`src/rtl/spi_buf_pkg.sv`:
```
// Shared constants for the SPI byte buffer.
// Holds the default FIFO geometry and the bit positions inside buf_err,
// so that the buffer, the register block and spi_dma decode the error
// vector the same way.
package spi_buf_pkg;

    localparam int SPI_BUF_DEPTH = 8;
    localparam int SPI_BUF_AW    = 3;

    // Bit positions inside buf_err = {rx_udf, rx_ovf, tx_udf, tx_ovf}
    localparam int ERR_TX_OVF = 0;
    localparam int ERR_TX_UDF = 1;
    localparam int ERR_RX_OVF = 2;
    localparam int ERR_RX_UDF = 3;
    localparam int ERR_W      = 4;

endpackage

```
`src/rtl/spi_buf_fifo.sv`:
```
// spi_fifo: show-ahead byte FIFO used for both directions of the SPI buffer.
// Ports:
//   clk, rstn      clock, asynchronous active-low reset
//   clr            synchronous flush; drops same-cycle push/pop, no errors
//   push, wdata    write request and data
//   pop            read request (consumes the current head)
//   rdata          head entry, combinational from storage (undefined when empty)
//   full, empty    occupancy flags from registered pointers
//   level          occupancy 0..DEPTH
//   ovf, udf       single-cycle pulses for a rejected push / rejected pop
module spi_fifo #(
    parameter int DEPTH = 8,
    parameter int AW    = 3
) (
    input  logic          clk,
    input  logic          rstn,
    input  logic          clr,
    input  logic          push,
    input  logic [7:0]    wdata,
    input  logic          pop,
    output logic [7:0]    rdata,
    output logic          full,
    output logic          empty,
    output logic [AW:0]   level,
    output logic          ovf,
    output logic          udf
);

    logic [7:0]  mem [DEPTH];
    logic [AW:0] wr_ptr_reg;
    logic [AW:0] rd_ptr_reg;
    logic        push_ok;
    logic        pop_ok;

    // Pointers carry one extra wrap bit so full and empty are distinguishable.
    assign empty = (wr_ptr_reg == rd_ptr_reg);
    assign full  = (wr_ptr_reg[AW] != rd_ptr_reg[AW]) &&
                   (wr_ptr_reg[AW-1:0] == rd_ptr_reg[AW-1:0]);
    assign level = wr_ptr_reg - rd_ptr_reg;

    // A push into a full FIFO is still fine when a pop frees a slot in the
    // same cycle; an empty FIFO never satisfies a pop, even with a push.
    assign pop_ok  = pop && !empty && !clr;
    assign push_ok = push && (!full || pop_ok) && !clr;
    assign ovf     = push && !push_ok && !clr;
    assign udf     = pop && !pop_ok && !clr;

    assign rdata = mem[rd_ptr_reg[AW-1:0]];

    always_ff @(posedge clk or negedge rstn) begin
        if (!rstn) begin
            wr_ptr_reg <= '0;
            rd_ptr_reg <= '0;
        end else if (clr) begin
            wr_ptr_reg <= '0;
            rd_ptr_reg <= '0;
        end else begin
            if (push_ok) wr_ptr_reg <= wr_ptr_reg + 1'b1;
            if (pop_ok)  rd_ptr_reg <= rd_ptr_reg + 1'b1;
        end
    end

    // Storage is deliberately not reset.
    always_ff @(posedge clk) begin
        if (push_ok) mem[wr_ptr_reg[AW-1:0]] <= wdata;
    end

endmodule

```
`src/rtl/spi_buf.sv`:
```
// spi_buf: byte buffering between spi_dma and the SPI shift engine.
// Two independent show-ahead FIFOs (TX: DMA -> shifter, RX: shifter -> DMA)
// plus a sticky error register {rx_udf, rx_ovf, tx_udf, tx_ovf}.
// Ports:
//   clk, rstn                 clock, asynchronous active-low reset
//   buf_clr / err_clr         flush both FIFOs + errors / clear errors only
//   tx_byte_vld, tx_byte      DMA push into TX;   tx_buf_rdy = TX not full
//   rx_byte_req, rx_byte      DMA pop from RX;    rx_buf_rdy = RX not empty
//   sft_tx_req, sft_tx_byte   shifter pop from TX; sft_tx_vld = TX not empty
//   sft_rx_vld, sft_rx_byte   shifter push into RX
//   tx_level, rx_level        occupancy 0..DEPTH
//   buf_err                   sticky error flags
module spi_buf
    import spi_buf_pkg::*;
#(
    parameter int DEPTH = SPI_BUF_DEPTH,
    parameter int AW    = SPI_BUF_AW
) (
    input  logic          clk,
    input  logic          rstn,
    input  logic          buf_clr,
    input  logic          err_clr,
    input  logic          tx_byte_vld,
    input  logic [7:0]    tx_byte,
    output logic          tx_buf_rdy,
    input  logic          rx_byte_req,
    output logic [7:0]    rx_byte,
    output logic          rx_buf_rdy,
    input  logic          sft_tx_req,
    output logic [7:0]    sft_tx_byte,
    output logic          sft_tx_vld,
    input  logic          sft_rx_vld,
    input  logic [7:0]    sft_rx_byte,
    output logic [AW:0]   tx_level,
    output logic [AW:0]   rx_level,
    output logic [3:0]    buf_err
);

    logic             tx_full;
    logic             tx_empty;
    logic             rx_full;
    logic             rx_empty;
    logic             tx_ovf;
    logic             tx_udf;
    logic             rx_ovf;
    logic             rx_udf;
    logic [ERR_W-1:0] err_new;
    logic [ERR_W-1:0] err_reg;
    logic [ERR_W-1:0] err_next;

    spi_fifo #(
        .DEPTH (DEPTH),
        .AW    (AW)
    ) u_tx_fifo (
        .clk   (clk),
        .rstn  (rstn),
        .clr   (buf_clr),
        .push  (tx_byte_vld),
        .wdata (tx_byte),
        .pop   (sft_tx_req),
        .rdata (sft_tx_byte),
        .full  (tx_full),
        .empty (tx_empty),
        .level (tx_level),
        .ovf   (tx_ovf),
        .udf   (tx_udf)
    );

    spi_fifo #(
        .DEPTH (DEPTH),
        .AW    (AW)
    ) u_rx_fifo (
        .clk   (clk),
        .rstn  (rstn),
        .clr   (buf_clr),
        .push  (sft_rx_vld),
        .wdata (sft_rx_byte),
        .pop   (rx_byte_req),
        .rdata (rx_byte),
        .full  (rx_full),
        .empty (rx_empty),
        .level (rx_level),
        .ovf   (rx_ovf),
        .udf   (rx_udf)
    );

    assign tx_buf_rdy = !tx_full;
    assign sft_tx_vld = !tx_empty;
    assign rx_buf_rdy = !rx_empty;

    always_comb begin
        err_new             = '0;
        err_new[ERR_TX_OVF] = tx_ovf;
        err_new[ERR_TX_UDF] = tx_udf;
        err_new[ERR_RX_OVF] = rx_ovf;
        err_new[ERR_RX_UDF] = rx_udf;
    end

    // A new error in the same cycle as err_clr survives the clear.
    always_comb begin
        err_next = (err_clr ? '0 : err_reg) | err_new;
        if (buf_clr) err_next = '0;
    end

    always_ff @(posedge clk or negedge rstn) begin
        if (!rstn) err_reg <= '0;
        else       err_reg <= err_next;
    end

    assign buf_err = err_reg;

endmodule

```
`config.mk`:
```
export PLATFORM = sky130hd
export DESIGN_NAME = spi_buf
export DESIGN_NICKNAME = d
export VERILOG_FILES = /design/src/rtl/spi_buf_pkg.sv /design/src/rtl/spi_buf_fifo.sv /design/src/rtl/spi_buf.sv
export SDC_FILE = /design/constraint.sdc
export NUM_CORES = 1
export LEC_CHECK = 0
export CORE_MARGIN = 1
export CORE_UTILIZATION = 40
export CTS_CLUSTER_SIZE = 14
export DETAILED_ROUTE_END_ITERATION = 10
export GPL_TIMING_DRIVEN = 0
export PLACE_DENSITY_LB_ADDON = 0.3
export SLEW_MARGIN = 10
export SYNTH_ARGS = -nofsm -noshare
export SYNTH_HDL_FRONTEND = slang
export SYNTH_SLANG_ARGS = --single-unit
```
`constraint.sdc`:
```
create_clock -name clk -period 4.3 [get_ports clk]
set_clock_uncertainty 0.15 [all_clocks]
set_input_delay 0.86 -clock clk [delete_from_list [all_inputs] [get_ports clk]]
set_output_delay 0.86 -clock clk [all_outputs]
set_load 0.03 [all_outputs]
```
==> results.txt, run 1 <==
The flow ran to the end, and the final reports show no timing, DRC or antenna violations. The clock period minus final worst setup slack is 4100 ps. The H-tree was split into 4 levels. The layout has 1256 filler cells. The tools report the initial DRC count as 173. Along the worst hold path, the cell count comes to 2. After layout, the design draws a total of 3.88 mW. TritonCTS built the clock tree. The total overflow left after global routing is 0.

The XOR/XNOR share of the synthesized area is 0.0249. The tools report the worst max-slew margin expressed relative to the limit as 0.368. The root buffer cell is sky130_fd_sc_hd__clkbuf_16.

The simple-gate portion of the synthesized area is 0.0798, and the Yosys warning count is 0. The number of synthesized register bits was 148; the share of final-layout standard cells stronger than drive strength 1 was 0.219. Once detailed placement completed, the half-perimeter wirelength came to 8000 µm. Counting every instance in the synthesized netlist gives 376.

Counting flops with a built-in enable in the synthesized netlist gives 128. Most instantiated flip-flop cell in the synthesis netlist: sky130_fd_sc_hd__edfxtp_1. In this run the most critical hold path is launched from buf_err[1]. The logs give 17 for the number of buffers created by CTS and 0 for the antenna diode count.

The synthesis-to-layout area growth was 23.7%. The worst hold path belongs to the class reg2reg. The multiplexer fraction of the synthesized cell area is 0.121, and the post-synthesis net count is 412. The die is 127 µm tall. In this run the worst path has a maximum fanout of 10.

Number of global-route vias before repair: 3570. Sequential element share of the synthesized area: 0.698. At the pin with the least slew margin, the transition time is 946 ps.

The synthesized netlist contains 40 unique library cells. The kind of end point of the critical path is an output pin. The path with the worst hold slack has its endpoint at buf_err[1].

After routing, the total negative slack on setup checks comes to 0 ps. In the final layout, the multi-input gates occupy 0.00181 mm². The mean instance size in the synthesized netlist is 16.6 µm².

Top cell type by total area after synthesis: sky130_fd_sc_hd__edfxtp_1. The final worst-path cycle share was 0.953; the adder-cell area share of the yosys netlist was 0.0265. The tools report the net count of the finished layout as 489. For flop-to-flop paths, the worst setup slack is 860 ps. Once the clock tree was built, the setup fixing pass inserted 0 buffers.

The run gives 0 as the final max-slew violation count. The number of antenna violations at the first check in global routing was 0. Once detail routing completed, the nets flagged for antenna violations numbered 0. The worst register-to-register path begins at u_tx_fifo.rd_ptr_reg[1]. For this design, the CTS-stage hold fixing added 0 buffers. Detailed routing inserted a total of 3393 vias. After floorplanning, the core was sized to cover 0.0152 mm². The run gives 0 as the final count of hold timing violations.

Row generation in the floorplan step produced 45 rows. Top cell type's share of synthesized area: 0.617. Counting along the longest clock path gives a buffer depth of 2. Start-to-end type of the worst setup path: reg2out.

The via count normalized by instance count works out to 5.19. Across the run, the number of max-cap violations was 0. The run gives 0.410 as the starting density of the core. For the worst setup path, the data required time is 3290 ps. The I/O pin total is 55.

By area the synthesized netlist is led by sky130_fd_sc_hd__edfxtp_1, sky130_fd_sc_hd__mux4_2, sky130_fd_sc_hd__dfrtp_1. Setup violations remaining at the end of the flow were counted as 0. Data arrives at the worst endpoint at 3090 ps. Before antenna repair, the detailed router went through 4 iterations. For the die footprint, the log shows 0.0161 mm². The tools report the nature of the critical path startpoint as a register.

The average wire per standard cell is 17.8 µm. Ranked by instance count, the synthesized netlist is headed by sky130_fd_sc_hd__edfxtp_1, sky130_fd_sc_hd__nand2_1, sky130_fd_sc_hd__mux4_2. The flip-flop and latch area is 0.00434 mm², and the count of input and output buffers is 53.

The horizontal die dimension was 127 µm; the global-route wire length before repair was 18800 µm. The capture point of the worst reg-to-reg path was u_tx_fifo.mem[0][5]. Power spread over the standard cell area amounts to 503 mW/mm². The highest ir drop seen on vdd was 414 µV.

The complex-gate fraction of the synthesized area came out at 0.0277. The congestion estimate from routability-driven global placement came to 0.810. After detailed routing, the number of remaining DRC violations is 0. The async set or reset register ratio after synthesis is 0.135, and the maximum number of pins on one net before global-route repair is 21.

The total routing usage reported by global routing came out at 0.162. The cell area after technology mapping is 0.00623 mm². Derived from the worst setup path, the maximum achievable clock frequency is 244 MHz. The run gives 11700 µm as the total wirelength of the detailed-routed design. Setup repair after global routing left no endpoint under its margin. The clock latency at the later pin of the worst-skew pair came out at 420 ps.

The main combinational cell family by area after synthesis was multiplexers. Counting every sink on the clock net gives 148. Summed over all cells, the static leakage comes to 2.67 nW.

After clock tree synthesis, the clock-pin slew on the worst setup and hold paths is 70 ps. The most numerous cell in the Yosys netlist is sky130_fd_sc_hd__edfxtp_1. The worst reg-to-reg path cell count came out at 8.
[power by group]
group	switching [mW]	internal (mW)
clock	0.676	0.787
sequential	0.0212	1.59
combinational	0.439	0.362
[timing repair]
action	in CTS	in global routing
setup endpoints to repair	2	2
gates cloned	0	0
hold endpoints to repair	0	0
gates resized for setup	2	1
[cell families (layout without fill, tap and decap cells)]
kind of cell	after synthesis	count (layout)
simple gates	111	111
mux	35	35
xor+xnor	16	16
fa+ha+maj	12	12
compound gates	22	22
buf+inv	32	122
flops	148	148
[worst max-delay path by stage]
| stage | from | to | slack, ps | cells after the start |
|---|---|---|---|---|
| 6_report | u_rx_fifo.rd_ptr_reg[1] | rx_level[3] | 200 | 8 |
| 5_1_grt | u_rx_fifo.rd_ptr_reg[1] | rx_level[3] | 40 | 8 |
| 4_1_cts | u_rx_fifo.rd_ptr_reg[2] | rx_buf_rdy | 70 | 6 |
| 3_5_place_dp | u_rx_fifo.rd_ptr_reg[1] | rx_level[3] | 340 | 8 |
| 3_3_place_gp | u_rx_fifo.rd_ptr_reg[1] | u_rx_fifo.mem[4][4] | 90 | 8 |
| 2_1_floorplan | u_rx_fifo.rd_ptr_reg[1] | u_rx_fifo.mem[0][0] | 1130 | 8 |
[worst max-delay path, cell delays in order, from the launching register on]
cell and delay (ps):
sky130_fd_sc_hd__dfrtp_1 420, sky130_fd_sc_hd__clkbuf_2 330, sky130_fd_sc_hd__buf_2 330, sky130_fd_sc_hd__inv_1 80, sky130_fd_sc_hd__ha_1 320, sky130_fd_sc_hd__a21o_1 160, sky130_fd_sc_hd__a21oi_1 200, sky130_fd_sc_hd__xnor2_1 140
sky130_fd_sc_hd__clkdlybuf4s50_1 680
[per-layer routing]
| layer | track usage | vias up | wire length, µm |
|---|---|---|---|
| met5 | 0 | - | 0 |
| met2 | 0.273 | 69 | 5940 |
| li1 | - | 1589 | - |
| met4 | 0.0602 | 0 | 160 |
| met1 | 0.194 | 1720 | 5070 |
| met3 | 0.0519 | 15 | 496 |
[cell type report]
cell class,instances,share of cell area
sequential,148,0.564
multi-input combinational,196,0.235
timing repair buffer,59,0.0741
clock buffer,17,0.0552
tap,188,0.0305
clock inverter,15,0.0229
buffer,14,0.00991
inverter,17,0.00877
[cell usage in the layout (no fill, tap or decap), types with 2 or more instances in the layout]
cell / instances
sky130_fd_sc_hd__clkbuf_1: 4
sky130_fd_sc_hd__ha_1: 10
sky130_fd_sc_hd__clkdlybuf4s50_1: 53
sky130_fd_sc_hd__xnor2_2: 2
sky130_fd_sc_hd__xnor2_1: 10
sky130_fd_sc_hd__a21o_1: 2
sky130_fd_sc_hd__o31ai_4: 2
sky130_fd_sc_hd__a22oi_1: 2
sky130_fd_sc_hd__dfrtp_1: 20
sky130_fd_sc_hd__inv_8: 6
sky130_fd_sc_hd__o21ai_0: 3
sky130_fd_sc_hd__buf_2: 4
sky130_fd_sc_hd__clkbuf_2: 2
sky130_fd_sc_hd__inv_6: 4
sky130_fd_sc_hd__mux4_2: 32
sky130_fd_sc_hd__buf_4: 9
sky130_fd_sc_hd__nor2_1: 20
sky130_fd_sc_hd__clkinv_8: 4
sky130_fd_sc_hd__nor4_2: 6
sky130_fd_sc_hd__nand2_1: 59
sky130_fd_sc_hd__a32oi_1: 2
sky130_fd_sc_hd__nand4_1: 2
sky130_fd_sc_hd__and3_1: 2
sky130_fd_sc_hd__nand3_1: 6
sky130_fd_sc_hd__inv_1: 15
sky130_fd_sc_hd__or3_4: 2
sky130_fd_sc_hd__fa_1: 2
sky130_fd_sc_hd__clkbuf_16: 17
sky130_fd_sc_hd__a21oi_1: 8
sky130_fd_sc_hd__mux2i_1: 3
sky130_fd_sc_hd__edfxtp_1: 128
sky130_fd_sc_hd__xor2_1: 4
sky130_fd_sc_hd__nor3_2: 7
[stage by stage]
step	cells	setup WS, ps	hold slack, ps	area (µm²)	util
after floorplan	376	1130	414	6230	-
after global placement	617	90.7	346	6990	0.460
after detailed placement	623	338	358	7090	0.467
after CTS	655	74.6	373	7700	0.506
after global routing	654	35.8	398	7700	0.507
final	654	202	366	7700	0.507
No activity file was read; power rests on OpenSTA's default activity.
==> run 2, diff against run 1 <==
--- a/config.mk
+++ b/config.mk
@@ -11,6 +11,7 @@
 export DETAILED_ROUTE_END_ITERATION = 10
 export GPL_TIMING_DRIVEN = 0
 export PLACE_DENSITY_LB_ADDON = 0.3
+export RECOVER_POWER = 100
 export SLEW_MARGIN = 10
 export SYNTH_ARGS = -nofsm -noshare
 export SYNTH_HDL_FRONTEND = slang
==> results.txt, run 2 (synthesis gave the netlist of run 1 again) <==
The net count of the finished layout is 489 (unchanged), and the number of antenna violations at the first check in global routing is 0 (unchanged). The tools report the nature of the critical path startpoint as a register (unchanged). The average wire per standard cell is 17.8 µm (about the same), and the utilization after layout is 0.498 (was 0.507).

Type of the tightest min-delay check: reg2reg (unchanged). The critical path required time was 3290 ps (about the same); the detailed-route DRC error count was 0 (unchanged). The total power density per cell area was 505 mW/mm² (was 503 mW/mm²). The tools report the root buffer cell as sky130_fd_sc_hd__clkbuf_16 (unchanged). The clock latency at the later pin of the worst-skew pair is 420 ps (about the same), and the share of final-layout standard cells stronger than drive strength 1 is 0.170 (was 0.219). The final worst-path cycle share is 0.953 (about the same), and the sum of negative setup slack is 0 ps (unchanged). Start-to-end type of the worst setup path: reg2out (unchanged). The final count of hold timing violations is 0 (unchanged). Clock transition at the registers of the reported paths: 70 ps (about the same). Most frequent cells in the layout: sky130_fd_sc_hd__edfxtp_1, sky130_fd_sc_hd__nand2_1, sky130_fd_sc_hd__dlygate4sd3_1 (was sky130_fd_sc_hd__edfxtp_1, sky130_fd_sc_hd__nand2_1, sky130_fd_sc_hd__clkdlybuf4s50_1). The via count normalized by instance count came out at 5.15 (was 5.19). For the static leakage, the log shows 2.66 nW (was 2.67 nW). The flow ran to the end, and the final reports show no timing, DRC or antenna violations. Setup repair after global routing left no endpoint under its margin. The tools report the global placement routability congestion as 0.810 (unchanged). The synthesis-to-layout area growth was 21.7% (was 23.7%); the antenna diode count was 0 (unchanged). The horizontal die dimension works out to 127 µm (unchanged). The count of input and output buffers is 53 (unchanged). The highest ir drop seen on vdd is 414 µV (about the same). For the number of routed nets with antenna violations, the log shows 0 (unchanged). The tools report the fmax as 244 MHz (about the same). The die footprint is 0.0161 mm² (unchanged). The kind of end point of the critical path is an output pin (unchanged). The starting density of the core is 0.410 (unchanged), and the clock period minus final worst setup slack is 4100 ps (about the same). The height of the chip is 127 µm (unchanged), and the total wirelength of the detailed-routed design is 11700 µm (about the same). The tools report the length of the first detailed-routing pass in iterations as 4 (unchanged). TritonCTS built the clock tree. The number of global-route vias before repair is 3570 (unchanged).

Initial DRC count: 181 (was 173). For the total overflow reported by the global router, the log shows 0 (unchanged). The number of maximum-capacitance constraint violations came out at 0 (unchanged).

The run gives 3090 ps (about the same) as the critical path data arrival time. The logs give 0 (unchanged) for the post-cts hold buffer count and 8000 µm (unchanged) for the detailed placement HPWL. The maximum number of pins on one net before global-route repair was 21 (unchanged). The run gives 45 (unchanged) as the number of cell rows.

For the CTS H-tree depth, the log shows 4 (unchanged). Worst max-slew margin expressed relative to the limit: 0.134 (was 0.368). The transition time of the tightest slew-check pin works out to 1290 ps (was 946 ps). The commonest non-fill, non-tap cell in the layout was sky130_fd_sc_hd__edfxtp_1 (unchanged). Number of buffers created by CTS: 17 (unchanged). The total routing usage reported by global routing came out at 0.162 (unchanged). Biggest fanout along the worst timing path: 10 (unchanged). The number of inserted filler cells in the final layout came out at 1274 (was 1256). The logs give 2 (unchanged) for the maximum root-to-sink buffer count and 0 (unchanged) for the final max-slew violation count. The total core area was 0.0152 mm² (unchanged). The I/O pin total is 55 (unchanged), and the via total after detailed routing is 3370 (was 3393). The logs give 148 (unchanged) for the clock net sink count and 0 (unchanged) for the final setup violation count.

The global-route wire length before repair is 18800 µm (unchanged). Post-CTS setup repair buffer count: 0 (unchanged).
run 2: changes by cell type in the layout (fill, tap and decap cells not counted), moves of 5 or more:
cell                              delta
sky130_fd_sc_hd__clkdlybuf4s50_1    -43
sky130_fd_sc_hd__dlygate4sd3_1      +43
sky130_fd_sc_hd__clkbuf_1            +8
sky130_fd_sc_hd__buf_4               -7
sky130_fd_sc_hd__nor4_1              +6
sky130_fd_sc_hd__nor4_2              -6
sky130_fd_sc_hd__nor3_1              +5
sky130_fd_sc_hd__nor3_2              -5
run 2: stage by stage:
step	hold WS [ps]	instance area (µm²)	total power [mW]	setup slack, ps	instances
final	360	7580	3.83	204	654
after global routing	392	7580	3.99	36.0	654
after CTS	373	7700	3.91	74.6	655
after detailed placement	358	7090	2.45	338	623
after global placement	346	6990	2.44	90.7	617
after floorplan	414	6230	2.17	1130	376
run 2: power by group:
| part | switching (mW) | internal, mW | leakage (nW) |
|---|---|---|---|
| sequential | 0.0205 | 1.59 | 1.43 |
| combinational | 0.428 | 0.328 | 0.933 |
| clock | 0.668 | 0.787 | 0.296 |
| total | 1.12 | 2.71 | 2.66 |
run 2: metal layers:
layer | track usage | up-vias | routed length (µm)
met5 | 0 | - | 0
met4 | 0.0602 | 0 | 124
met3 | 0.0519 | 13 | 469
met2 | 0.273 | 63 | 6010
met1 | 0.194 | 1702 | 5060
li1 | - | 1592 | -
run 2: worst max-delay path, stage by stage (launching register included):
cell and delay, ps:
sky130_fd_sc_hd__dfrtp_1 420, sky130_fd_sc_hd__clkbuf_2 330, sky130_fd_sc_hd__buf_2 330, sky130_fd_sc_hd__inv_1 80, sky130_fd_sc_hd__ha_1 320, sky130_fd_sc_hd__a21o_1 160
sky130_fd_sc_hd__a21oi_1 200, sky130_fd_sc_hd__xnor2_1 140, sky130_fd_sc_hd__clkdlybuf4s50_1 680
run 2: final timing paths:
path                                    startpoint                 endpoint  slack (ps)  cells past startpoint
max in group asynchronous                     rstn  u_tx_fifo.wr_ptr_reg[2]        2540                      1
setup / recovery           u_rx_fifo.rd_ptr_reg[1]              rx_level[3]         200                      8
hold / removal                          buf_err[1]               buf_err[1]         360                      2
min in group asynchronous                     rstn               buf_err[2]         880                      1
setup reg to reg           u_tx_fifo.rd_ptr_reg[2]      u_tx_fifo.mem[4][6]         470                      7
hold reg to reg                         buf_err[1]               buf_err[1]         360                      2
run 2: timing repair:
item | in CTS | in global routing
pin swaps | 0 | 0
gates resized for setup | 2 | 1
setup endpoints to repair | 2 | 2
endpoints found under the hold margin | 0 | 0
run 2: area by class of cell:
class	instances	area (µm²)	share of cell area
clock inverter	15	176	0.0233
timing repair buffer	59	553	0.0730
inverter	17	67.6	0.00892
buffer	14	67.6	0.00892
multi-input combinational	196	1710	0.225
clock buffer	17	425	0.0561
sequential	148	4340	0.573
tap	188	235	0.0310
